<file path="config.mk">
export PLATFORM = sky130hd
export DESIGN_NAME = fetch_ctrl_flat
export DESIGN_NICKNAME = d
export VERILOG_FILES = /design/src/rtl/fetch_ctrl_if.sv /design/src/rtl/fetch_ctrl.sv /design/src/flat_wrapper.sv
export SDC_FILE = /design/constraint.sdc
export NUM_CORES = 1
export LEC_CHECK = 0
export BUFFER_PORTS_ARGS = -buffer_cell sky130_fd_sc_hd__buf_2
export CAP_MARGIN = 20
export CORE_ASPECT_RATIO = 1.5
export CORE_MARGIN = 5
export CORE_UTILIZATION = 55
export DETAILED_ROUTE_END_ITERATION = 10
export PLACE_DENSITY = 0.86
export SYNTH_ARGS = -nofsm -noshare
export SYNTH_HDL_FRONTEND = slang
export SYNTH_SLANG_ARGS = --single-unit
export TNS_END_PERCENT = 30
</file>
<file path="constraint.sdc">
create_clock -name clk -period 5.18 [get_ports clk]
set_input_delay 0.518 -clock clk [delete_from_list [all_inputs] [get_ports clk]]
set_output_delay 0.518 -clock clk [all_outputs]
set_load 0.1 [all_outputs]
</file>
<file path="src/rtl/fetch_ctrl_if.sv">
// Fetch-stage bus: instruction-memory port, decoder handshake and redirect/halt lines.
// The master modport is the fetch sequencer; the slave modport is memory plus the downstream stage.
interface fetch_ctrl_if;
    logic        o_imem_req;
    logic [31:0] o_imem_addr;
    logic        i_imem_ack;
    logic [31:0] i_imem_rdata;
    logic [31:0] o_instruction;
    logic [31:0] o_pc;
    logic        o_inst_valid;
    logic        i_inst_ready;
    logic        i_decode_valid;
    logic        i_redirect;
    logic [31:0] i_redirect_pc;
    logic        o_halt;

    modport master (
        output o_imem_req,
        output o_imem_addr,
        input  i_imem_ack,
        input  i_imem_rdata,
        output o_instruction,
        output o_pc,
        output o_inst_valid,
        input  i_inst_ready,
        input  i_decode_valid,
        input  i_redirect,
        input  i_redirect_pc,
        output o_halt
    );

    modport slave (
        input  o_imem_req,
        input  o_imem_addr,
        output i_imem_ack,
        output i_imem_rdata,
        input  o_instruction,
        input  o_pc,
        input  o_inst_valid,
        output i_inst_ready,
        output i_decode_valid,
        output i_redirect,
        output i_redirect_pc,
        input  o_halt
    );
endinterface

</file>
<file path="src/rtl/fetch_ctrl.sv">
// Instruction fetch sequencer: owns the PC, keeps one memory request in flight,
// hands each fetched word to decode and stops for good on an illegal opcode.
module fetch_ctrl #(
    parameter logic [31:0] RESET_PC = 32'h0000_0000
) (
    input  logic         clk,
    input  logic         clk_en,
    input  logic         rst,
    fetch_ctrl_if.master bus
);
    typedef enum logic [1:0] {
        S_IDLE  = 2'd0,
        S_FETCH = 2'd1,
        S_HOLD  = 2'd2,
        S_HALT  = 2'd3
    } state_t;

    state_t      state_q, state_d;
    logic [31:0] pc_q, pc_d;
    logic [31:0] instr_q, instr_d;
    logic        pend_q, pend_d;
    logic [31:0] pend_pc_q, pend_pc_d;
    logic [31:0] redirect_tgt;

    assign redirect_tgt = {bus.i_redirect_pc[31:2], 2'b00};

    always_comb begin
        state_d   = state_q;
        pc_d      = pc_q;
        instr_d   = instr_q;
        pend_d    = pend_q;
        pend_pc_d = pend_pc_q;
        case (state_q)
            S_IDLE: state_d = S_FETCH;
            S_FETCH: begin
                if (bus.i_imem_ack) begin
                    if (pend_q || bus.i_redirect) begin
                        // Word is stale: restart at the newest target, address changes only now
                        pc_d   = bus.i_redirect ? redirect_tgt : pend_pc_q;
                        pend_d = 1'b0;
                    end else begin
                        instr_d = bus.i_imem_rdata;
                        state_d = S_HOLD;
                    end
                end else if (bus.i_redirect) begin
                    pend_d    = 1'b1;
                    pend_pc_d = redirect_tgt;
                end
            end
            S_HOLD: begin
                if (bus.i_redirect) begin
                    pc_d    = redirect_tgt;
                    state_d = S_FETCH;
                end else if (!bus.i_decode_valid) begin
                    state_d = S_HALT;
                end else if (bus.i_inst_ready) begin
                    pc_d    = pc_q + 32'd4;
                    state_d = S_FETCH;
                end
            end
            default: state_d = S_HALT;
        endcase
    end

    always_ff @(posedge clk) begin
        if (rst) begin
            state_q   <= S_IDLE;
            pc_q      <= RESET_PC;
            instr_q   <= 32'h0000_0000;
            pend_q    <= 1'b0;
            pend_pc_q <= 32'h0000_0000;
        end else if (clk_en) begin
            state_q   <= state_d;
            pc_q      <= pc_d;
            instr_q   <= instr_d;
            pend_q    <= pend_d;
            pend_pc_q <= pend_pc_d;
        end
    end

    assign bus.o_imem_req    = (state_q == S_FETCH);
    assign bus.o_imem_addr   = pc_q;
    assign bus.o_pc          = pc_q;
    assign bus.o_instruction = instr_q;
    assign bus.o_inst_valid  = (state_q == S_HOLD);
    assign bus.o_halt        = (state_q == S_HALT);
endmodule

</file>
<file path="src/flat_wrapper.sv">
// flat-port wrapper written by rule: the top's interface ports become plain ports
module fetch_ctrl_flat 
#(
    parameter logic [31:0] RESET_PC = 32'h0000_0000
)
  (clk, clk_en, rst, bus_o_imem_req, bus_o_imem_addr, bus_i_imem_ack, bus_i_imem_rdata, bus_o_instruction, bus_o_pc, bus_o_inst_valid, bus_i_inst_ready, bus_i_decode_valid, bus_i_redirect, bus_i_redirect_pc, bus_o_halt);
  fetch_ctrl_if bus_i ();
  input  logic clk;
  input  logic clk_en;
  input  logic rst;
  output wire logic [$bits(bus_i.o_imem_req)-1:0] bus_o_imem_req;
  output wire logic [$bits(bus_i.o_imem_addr)-1:0] bus_o_imem_addr;
  input wire logic [$bits(bus_i.i_imem_ack)-1:0] bus_i_imem_ack;
  input wire logic [$bits(bus_i.i_imem_rdata)-1:0] bus_i_imem_rdata;
  output wire logic [$bits(bus_i.o_instruction)-1:0] bus_o_instruction;
  output wire logic [$bits(bus_i.o_pc)-1:0] bus_o_pc;
  output wire logic [$bits(bus_i.o_inst_valid)-1:0] bus_o_inst_valid;
  input wire logic [$bits(bus_i.i_inst_ready)-1:0] bus_i_inst_ready;
  input wire logic [$bits(bus_i.i_decode_valid)-1:0] bus_i_decode_valid;
  input wire logic [$bits(bus_i.i_redirect)-1:0] bus_i_redirect;
  input wire logic [$bits(bus_i.i_redirect_pc)-1:0] bus_i_redirect_pc;
  output wire logic [$bits(bus_i.o_halt)-1:0] bus_o_halt;
  assign bus_o_imem_req = bus_i.o_imem_req;
  assign bus_o_imem_addr = bus_i.o_imem_addr;
  assign bus_i.i_imem_ack = bus_i_imem_ack;
  assign bus_i.i_imem_rdata = bus_i_imem_rdata;
  assign bus_o_instruction = bus_i.o_instruction;
  assign bus_o_pc = bus_i.o_pc;
  assign bus_o_inst_valid = bus_i.o_inst_valid;
  assign bus_i.i_inst_ready = bus_i_inst_ready;
  assign bus_i.i_decode_valid = bus_i_decode_valid;
  assign bus_i.i_redirect = bus_i_redirect;
  assign bus_i.i_redirect_pc = bus_i_redirect_pc;
  assign bus_o_halt = bus_i.o_halt;
  fetch_ctrl #(.RESET_PC(RESET_PC)) u_core (.clk(clk), .clk_en(clk_en), .rst(rst), .bus(bus_i));
endmodule
</file>
[Word level (Yosys, flattened, before mapping)]
Index checks and enable logic that the tools add are counted.
Word-level totals
  output and inout port bits: 99
  flip-flop bits (word level): 99
  input bits: 71
  word-level logic and storage cells: 43
Cells by class
  muxes and demuxes: 16
  bitwise operators: 2
  equality and inequality tests: 10
  add/subtract/negate cells: 1
  reduce and logical (&&, ||, !) cells: 9
Operator list (count)
  2-to-1 mux 32 bit: 6
  case mux 32 bit (2 select lines): 1
  adder 32 x 3 -> 32 bit, second input constant: 1
  AND reduction 4 bit: 3
  2-to-1 mux 2 bit: 5
  != test 2 x 1 -> 1 bit, second input constant: 3
  != test 3 x 1 -> 1 bit, second input constant: 2
  case mux 2 bit (3 select lines): 1
  AND reduction 6 bit: 1
  equality test 2 bit, second input constant: 2
  != test 4 x 3 -> 1 bit, second input constant: 1
  nonzero test 2 bit: 2
  2-to-1 mux 1 bit: 3
  AND reduction 3 bit: 1
  equality test 2 x 1 -> 1 bit, second input constant: 1
  logical NOT 2 bit: 1
  != test 2 bit, second input constant: 1
  inverter 1 bit: 2
  logical OR 1 bit: 1

[Logic depth before layout (Yosys ltp)]
Gate-level depths: netlist of the first run.
  depth in word-level cells: 5
  depth in mapped cells: 9
  mapped depth without buffers: 6

[Worst setup path after synthesis of the first run]
OpenSTA, ideal clock, no wires.
  kind: reg2reg
  start: register u_core.pc_q[2] (netlist: u_core.bus.o_imem_addr[2])
  end: register u_core.pc_q[28] (netlist: u_core.bus.o_imem_addr[28])
  cell stages (with the launch flop): 8
  library setup time: 92 ps
  path buffers: 1
  required time: 5088 ps
  arrival: 2637 ps
  clock period less this slack: 2730 ps
  path slack: 2450 ps
  path through: dfxtp_1 ha_1 nand4_1 nor2_1 buf_2 nand4_1 o31a_1 o32ai_1
On the way
  longest elaborated chain between the ends: 5
Ends and longest elaborated chain
  from (decl): line fetch_ctrl.sv:19  | logic [31:0] pc_q, pc_d;
  from (signal assigned): line fetch_ctrl.sv:74  | pc_q <= pc_d;
  adder 32 x 3 -> 32 bit: line fetch_ctrl.sv:57  | pc_d = pc_q + 32'd4;
  2-to-1 mux 32 bit: line fetch_ctrl.sv:56  | end else if (bus.i_inst_ready) begin
  2-to-1 mux 32 bit: line fetch_ctrl.sv:54  | end else if (!bus.i_decode_valid) begin
  2-to-1 mux 32 bit: line fetch_ctrl.sv:51  | if (bus.i_redirect) begin
  case mux 32 bit (2 select lines): line fetch_ctrl.sv:33  | case (state_q)
Every way passes these cells. The select of a mux whose other input is x is not followed.
A chain may end at the register's enable or synchronous reset.

[Worst setup path in the final report of the first run]
  start: register u_core.state_q[0]
  end: register u_core.pc_q[30] (netlist: u_core.bus.o_imem_addr[30])
On the way
  longest elaborated chain between the ends: 3
  elaborated cells on any way between the ends: 9
  those cells by class: 6 x eq/ne; 1 x mux; 2 x reduce/logical
Ends and longest elaborated chain
  from (decl): line fetch_ctrl.sv:18  | state_t state_q, state_d;
  from (signal assigned): line fetch_ctrl.sv:73  | state_q <= state_d;
  equality test 2 bit / equality test 2 x 1 -> 1 bit (equally long branches): line fetch_ctrl.sv:33
  != test 3 x 1 -> 1 bit (no line), or another cell as far along
  AND reduction 6 bit (no line)
Several ways; a longest one is shown, not always the timed one.

==> summary.txt, run 1 <==
STA
  – Worst-Margin Slew: a little over 1 ns
  – Clock Skews: 0.006793 ns
  – Max-slew violations: 0
  – Final hold vios: 0
  – Fin crit share: 0.5245
  – Setup Viol. Count Final: 0
  – Final hold slack: between 0.4 and 0.5 ns
  – Setup TNS: 0 ns
  – RSZ-0062 raised after global routing: false
  – Rel. slew slack: 0.3054
  – Fmax: around 370 MHz
  – Final min period: 2.717 ns

Setup path
  – CP Data Arrival Time: approximately 3 ns
  – Setup CP Type: register to register
  – R2r setup slk: 2.46 ns
  – CP cell instances: nand2b_1, buf_4, clkinv_4, o2bb2ai_2, nand2_1, or4_1, a31oi_1
  – CP Launch Type: register
  – Worst path max stage delay: 0.68 ns
  – Max Fanout on Critical Path: 37
  – Worst setup path start: u_core.state_q[0]
  – Worst reg2reg startpoint: u_core.state_q[0]
  – CP Capture Type: register
  – Max stage delay cell, worst path: nand2_1
  – Worst EP required: 5.45 ns

Detailed routing
  – Via/cell ratio: between 5 and 6
  – Detailed Routing Iterations Pass 1: 7
  – Final WL: approximately 14000 µm
  – Final ANT Viol Nets: 0
  – DRC viols: 0
  – Initial DRC count: 479
  – WL/cell: 15.89 µm
  – Vias: roughly 5000

Yosys
  – Post-synthesis sequential area ratio: 0.3901
  – Synth Cell Area: slightly above 0.005 mm²
  – Number of flops mapped to enable cells by yosys: 0
  – Yosys cell types: between 50 and 60
  – FF+latch count, synth: 99
  – Syn Inst Count: 646
  – Ys Warns: 0
  – Avg Inst Size Synth: 7.864 µm²
  – Dominant synthesized flop cell: dfxtp_1
  – Post-Syn Nets: 718
  – Async S/R FF share, synth: 0

Global route
  – Largest net degree at the start of global routing: 72
  – GR Util All Layers: 0.2378
  – First-pass GRT wire length: about 22000 µm
  – Congestion Overflow GR: 0
  – Antenna violations before repair: 1
  – Vias in the first global route: ~4600

Floorplanning
  – Die area: ~0.011 mm²
  – Chip width: ~88 µm
  – Die Span Y: 127.7 µm
  – Row count: 43
  – I/O pin cnt: 170
  – Core area: just over 0.009 mm²
  – Starting density of the core: 0.5554

Cells and area
  – Most frequent cells in the layout: 167 x buf_2, 108 x nand2_1, 99 x dfxtp_1, 70 x a21oi_1, 62 x nor2_1
  – Post-layout util: 0.6491
  – Layout area overhead: 16.87%
  – # nets final: slightly above 800
  – Non-Filler Instances: 871
  – Layout cells sized above 1: 0.2718
  – Commonest non-fill, non-tap cell in the layout: buf_2

Power and ir drop
  – Leakage power: about 2.5 nW
  – Combinational share of power: 0.153
  – Net Switching: ~0.0005 W
  – Peak supply drop: around 0.18 mV
  – Clk network pwr share: 0.395
  – Total power: approximately 0.0018 W
  – Sw Ratio: 0.2862
  – Sequential share of power: 0.451
  – Pint: 0.001253 W
  – Areal power density over the cells: 295.6 mW/mm²

Placed design
  – Port buffer count: 167
  – DP Cell Count: between 800 and 900
  – Hpwl dp: 9700 µm
  – Final Wtd Congestion: about 0.84

Clock network
  – H-tree Lvls: 3
  – Clock transition at the registers of the reported paths: approximately 0.060 ns
  – Post-CTS Resized: 0
  – Clk root buf: clkbuf_16
  – Total CTS buffers: 9
  – Clock Latency Late Sink: between 0.3 and 0.4 ns
  – Hold Buf Count CTS: 0
  – CTS tree: done
  – Clk sinks: 99
  – Deepest clock path buffer count: 2
  – Post-CTS Setup Bufs: 0

Outcome
  – Status: complete, no violations

Min path
  – HP Start: bus_i_imem_rdata[17]
  – Min-Delay Path Class: input port to register

Run
  – Max cap viols: 0
==> kinds of logic (layout without fill, tap and decap cells) <==
group / count (synthesis) / in the layout / synth area share
AND/OR/NAND/NOR: 256 / 256 / 0.2367
AO/OA/AOI/OAI: 160 / 160 / 0.1894
flip-flops: 99 / 99 / 0.3901
buffers and inverters: 94 / 206 / 0.1101
multiplexers: 36 / 36 / 0.07118
adder cells (fa/ha/maj): 1 / 1 / 0.002463
other: 0 / 1 / 0
==> flip-flops by register name, summed over array words and instances (netlist names) <==
| register | flops |
|---|---|
| u_core.bus.o_imem_addr | 32 |
| u_core.pend_q | 1 |
| u_core.pend_pc_q | 32 |
| u_core.bus.o_instruction | 32 |
| u_core.state_q | 2 |
==> power by group through the flow <==
stage / Combinational, W / Clock (W) / Sequential, W
after global placement: 0.000264 / 0 / 0.000808
after CTS: 0.000269 / 0.000705 / 0.000792
final: 0.000269 / 0.000694 / 0.000792
after global routing: 0.000285 / 0.000736 / 0.000794
after detailed placement: 0.000268 / 0 / 0.000809
after floorplan: 0.000136 / 0 / 0.000884
==> through the flow <==
step | setup slack, ns | instance area (µm²)
floorplan | 2.450 | 5080
global placement | 2.494 | 5613
detailed placement | 2.430 | 5613
CTS | 2.401 | 5927
global route | 2.296 | 5937
finish | 2.463 | 5937
==> per-layer routing <==
layer	wire length [µm]	global-route usage	share of wire
met4	421	0.09786	0.030
met3	1302	0.05466	0.094
met2	7132	0.4169	0.52
met5	0	0	0
met1	4983	0.2725	0.36
==> path summary, 6_finish.rpt <==
path	depth (start not counted)	to
worst max-delay path	7	u_core.bus.o_imem_addr[30]
worst min-delay path	3	u_core.bus.o_instruction[17]
worst max register to register	7	u_core.bus.o_imem_addr[30]
worst min register to register	2	u_core.pend_pc_q[6]
==> worst max-delay path: cells and delay by family, from the launching register on <==
family | cells | cell delay (ns)
AO/OA/AOI/OAI | 2 | 0.33
AND/OR/NAND/NOR | 3 | 1.50
flip-flops | 1 | 0.36
buffers and inverters | 2 | 0.43
==> cell type report <==
| cell class | instances | area [µm²] |
|---|---|---|
| fillers | 800 | 3209 |
| multi-input cells | 453 | 2541 |
| flip-flops and latches | 99 | 1982 |
| repair buffers | 175 | 895.9 |
| clock buffers | 12 | 266.5 |
| well taps | 112 | 140.1 |
| inverters | 15 | 61.31 |
| clock inverters | 4 | 47.55 |
| diodes | 1 | 2.502 |
==> Yosys cell counts (all sizes together), types with 3 or more instances <==
| cell type | instances | area [µm²] |
|---|---|---|
| dfxtp | 99 | 1982 |
| o21ai | 46 | 230.2 |
| a21oi | 70 | 350.3 |
| a221o | 6 | 60.06 |
| a22oi | 6 | 45.04 |
| and2 | 3 | 18.77 |
| inv | 14 | 52.55 |
| buf | 54 | 401.6 |
| clkbuf | 25 | 96.34 |
| nand3 | 15 | 75.07 |
| nor2 | 63 | 236.5 |
| nand2 | 109 | 411.7 |
| a31oi | 10 | 62.56 |
| nor3 | 13 | 76.33 |
| o31a | 3 | 26.28 |
| mux2i | 35 | 350.3 |
| nand4 | 14 | 93.84 |
| nand2b | 5 | 31.28 |
| nor2b | 5 | 31.28 |
| and3 | 5 | 31.28 |
| nor4 | 10 | 83.83 |
No activity file was read; power rests on OpenSTA's default activity.
==> inputs of run 2 (changes only) <==
Settings changed: ABC_AREA from default to 1, CORE_UTILIZATION 55 to 51, PLACE_DENSITY 0.86 to 0.8.
Clock period 5.18 ns to 2.5 ns, I/O delays scaled along.
==> summary.txt, run 2 <==
Yosys
  – Synth Cell Area: 0.005315 mm² (was 0.005080 mm²)
  – Synth Area in Simple Gates: 0.2669 (was 0.2367)
  – Number of flops mapped to enable cells by yosys: 0 (unchanged)
  – Synth cell count leaders: 181 x nand2_1, 99 x dfxtp_1, 78 x o21ai_0 (was 108 x nand2_1, 99 x dfxtp_1, 70 x a21oi_1)
  – Syn Inst Count: 787 (was 646)
  – Ys Warns: 0 (unchanged)
  – Post-synthesis compound-gate area fraction: 0.2279 (was 0.1894)
  – Adder-cell share of the synthesized area: 0.002354 (was 0.002463)
  – Post-synthesis sequential area ratio: 0.3729 (was 0.3901)
  – Synth area leaders: dfxtp_1 37%, nand2_1 13%, o21ai_0 7.3% (was dfxtp_1 39%, nand2_1 8.0%, a21oi_1 6.9%)
  – FF+latch count, synth: 99 (unchanged)
  – Largest family of logic cells by synthesized area: simple AND/OR/NAND/NOR gates (unchanged)
  – Dominant synthesized flop cell: dfxtp_1 (unchanged)
  – Most instantiated library cell after synthesis: nand2_1 (unchanged)
  – Xor-xnor portion of the synthesized cell area: 0.006591 (was 0)
  – Post-synth top area share: 0.3729 (was 0.3901)
  – Mux contribution to synthesized area: 0 (was 0.07118)
  – Post-Syn Nets: 859 (was 718)
  – Avg Inst Size Synth: 6.754 µm² (was 7.864 µm²)
  – Yosys cell types: 35 (was 57)
  – Area leader, netlist: dfxtp_1 (unchanged)
  – Async S/R FF share, synth: 0 (unchanged)

Global route
  – Congestion Overflow GR: 0 (unchanged)
  – First-pass GRT wire length: 23560 µm (was 21640 µm)
  – Largest net degree at the start of global routing: 53 (was 72)
  – Antenna violations before repair: 0 (was 1)
  – Vias in the first global route: 4930 (was 4620)
  – GR Util All Layers: 0.2315 (was 0.2378)

Floorplanning
  – Core area: 0.01019 mm² (was 0.009146 mm²)
  – Row count: 45 (was 43)
  – Die Span Y: 135.0 µm (was 127.7 µm)
  – I/O pin cnt: 170 (unchanged)
  – Chip width: 93.36 µm (was 88.47 µm)
  – Die area: 0.01261 mm² (was 0.01130 mm²)
  – Starting density of the core: 0.5215 (was 0.5554)

Placed design
  – Post-DP Area: 0.005964 mm² (was 0.005613 mm²)
  – Hpwl dp: 10670 µm (was 9700 µm)
  – Final Wtd Congestion: 0.9065 (was 0.8427)
  – Pre-CTS WS: 0.5073 ns (was 2.430 ns)
  – Port buffer count: 167 (unchanged)
  – DP Cell Count: 1032 (was 853)

Detailed routing
  – DRC viols: 0 (unchanged)
  – Vias: 5508 (was 5066)
  – WL/cell: 14.06 µm (was 15.89 µm)
  – Initial DRC count: 288 (was 479)
  – Final ANT Viol Nets: 0 (unchanged)
  – Via/cell ratio: 5.256 (was 5.816)
  – Detailed Routing Iterations Pass 1: 5 (was 7)
  – Final WL: 14740 µm (was 13840 µm)

Clock network
  – H-tree Lvls: 3 (unchanged)
  – CTS tree: done (unchanged)
  – Post-CTS Resized: 0 (unchanged)
  – Hold Buf Count CTS: 0 (unchanged)
  – Clk sinks: 99 (unchanged)
  – Clock transition at the registers of the reported paths: 0.07 ns (was 0.06 ns)
  – Clock Latency Late Sink: 0.34 ns (about the same)
  – Total CTS buffers: 9 (unchanged)
  – Post-CTS Setup Bufs: 0 (unchanged)
  – Clk root buf: clkbuf_16 (unchanged)
  – Deepest clock path buffer count: 2 (unchanged)

STA
  – Clock Skews: 0.006021 ns (was 0.006793 ns)
  – Fmax: 493.1 MHz (was 368.1 MHz)
  – Max-slew violations: 0 (unchanged)
  – Setup TNS: 0 ns (unchanged)
  – RSZ-0062 raised after global routing: false (unchanged)
  – Final setup margin: 0.4720 ns (was 2.463 ns)
  – Worst-Margin Slew: 0.5573 ns (was 1.039 ns)
  – Fin crit share: 0.8112 (was 0.5245)
  – Setup Viol. Count Final: 0 (unchanged)
  – Rel. slew slack: 0.6285 (was 0.3054)
  – Final hold vios: 0 (unchanged)
  – Final min period: 2.028 ns (was 2.717 ns)

Setup path
  – Worst EP required: 2.77 ns (was 5.45 ns)
  – CP cell instances: inv_2, nor2_8, nand2_2, a21oi_4, inv_2, nand2_4, nor2_1, a21oi_1 (was nand2b_1, buf_4, clkinv_4, o2bb2ai_2, nand2_1, or4_1, a31oi_1)
  – CP Capture Type: register (unchanged)
  – Crit-path leading delay family: simple AND/OR/NAND/NOR gates (unchanged)
  – Worst path max stage delay: 0.46 ns (was 0.68 ns)
  – Crit-path most repeated cell: inv_2
  – Max stage delay cell, worst path: dfxtp_1 (was nand2_1)
  – Buf/Inv on CP: 2 (unchanged)
  – Setup CP Type: register to register (unchanged)
  – CP Data Arrival Time: 2.30 ns (was 2.99 ns)
  – CP Launch Type: register (unchanged)
  – Max Fanout on Critical Path: 23 (was 37)

Cells and area
  – Most frequent cells in the layout: 181 x nand2_1, 167 x buf_2, 99 x dfxtp_1, 78 x o21ai_0, 75 x a21oi_1 (was 167 x buf_2, 108 x nand2_1, 99 x dfxtp_1, 70 x a21oi_1, 62 x nor2_1)
  – # nets final: 974 (was 825)
  – Layout cells sized above 1: 0.2624 (was 0.2718)
  – Layout area overhead: 18.15% (was 16.87%)
  – Diode count: 0 (was 1)
  – Final design area excluding fillers: 0.006280 mm² (was 0.005937 mm²)
  – # fillers: 975 (was 800)
  – Commonest non-fill, non-tap cell in the layout: nand2_1 (was buf_2)
  – Non-Filler Instances: 1048 (was 871)

Power and ir drop
  – Total power: 0.004170 W (was 0.001755 W)
  – Areal power density over the cells: 664.0 mW/mm² (was 295.6 mW/mm²)
  – Peak supply drop: 0.3923 mV (was 0.1779 mV)
  – Leakage power: 2.756 nW (was 2.498 nW)

Run
  – Max cap viols: 0 (unchanged)

Min path
  – Min-Delay Path Class: input port to register (unchanged)

Outcome
  – Status: complete, no violations (unchanged)
[run 2: changes by cell type after synthesis, moves of 14 or more]
cell     before  now
o21ai_1       0   36
o21ai_0      46   78
nand3_1      15   45
nor2_2        0   14
mux2i_1      35    0
nand2_1     108  181
inv_1        14   48
[run 2: final timing paths]
kind                                          start                          end  slack (ns)  depth (start not counted)
worst max register to register    u_core.state_q[1]   u_core.bus.o_imem_addr[23]        0.47                          8
worst min register to register  u_core.pend_pc_q[1]          u_core.pend_pc_q[1]        0.45                          2
worst max-delay path              u_core.state_q[1]   u_core.bus.o_imem_addr[23]        0.47                          8
worst min-delay path            bus_i_imem_rdata[0]  u_core.bus.o_instruction[0]        0.15                          3
[run 2: logic make-up (layout without fill, tap and decap cells)]
group	count (synthesis)	count (layout)
AND/OR/NAND/NOR	328	328
AO/OA/AOI/OAI	224	224
buffers and inverters	131	251
flip-flops	99	99
XOR/XNOR	4	4
adder cells (fa/ha/maj)	1	1
[run 2: final cells by class]
cell class	count	area (µm²)	share of cell area
clock buffer	13	270.3	0.04304
sequential	99	1982	0.3156
inverter	58	217.7	0.03467
tap	141	176.4	0.02809
multi-input combinational	557	2678	0.4264
clock inverter	3	45.04	0.007173
timing repair buffer	177	910.9	0.1450
[run 2: through the flow]
stage,utilization,hold slack (ns)
after floorplan,-,0.3973
after global placement,0.5853,0.4355
after detailed placement,0.5853,0.4408
after CTS,0.6162,0.1409
after global routing,0.6162,0.1563
final,0.6162,0.1493
[run 2: layer usage]
| metal | vias up | routed length [µm] | track usage |
|---|---|---|---|
| li1 | 2794 | - | - |
| met1 | 2466 | 5922 | 0.2743 |
| met2 | 214 | 7064 | 0.3856 |
| met3 | 34 | 1280 | 0.06355 |
| met4 | 0 | 471 | 0.1059 |
| met5 | - | 0 | 0 |
[run 2: worst reg2reg max path, stage by stage (launching register included)]
cell and delay, ns:
dfxtp_1 0.46, inv_2 0.10, nor2_8 0.25, nand2_2 0.27, a21oi_4 0.28, inv_2 0.07, nand2_4 0.28, nor2_1 0.10
a21oi_1 0.15
[run 2: report_power, final]
group | switching, W | internal [W]
Clock | 0.000599 | 0.000859
Combinational | 0.000827 | 0.000178
Sequential | 0.0000710 | 0.00164
Total | 0.00150 | 0.00267
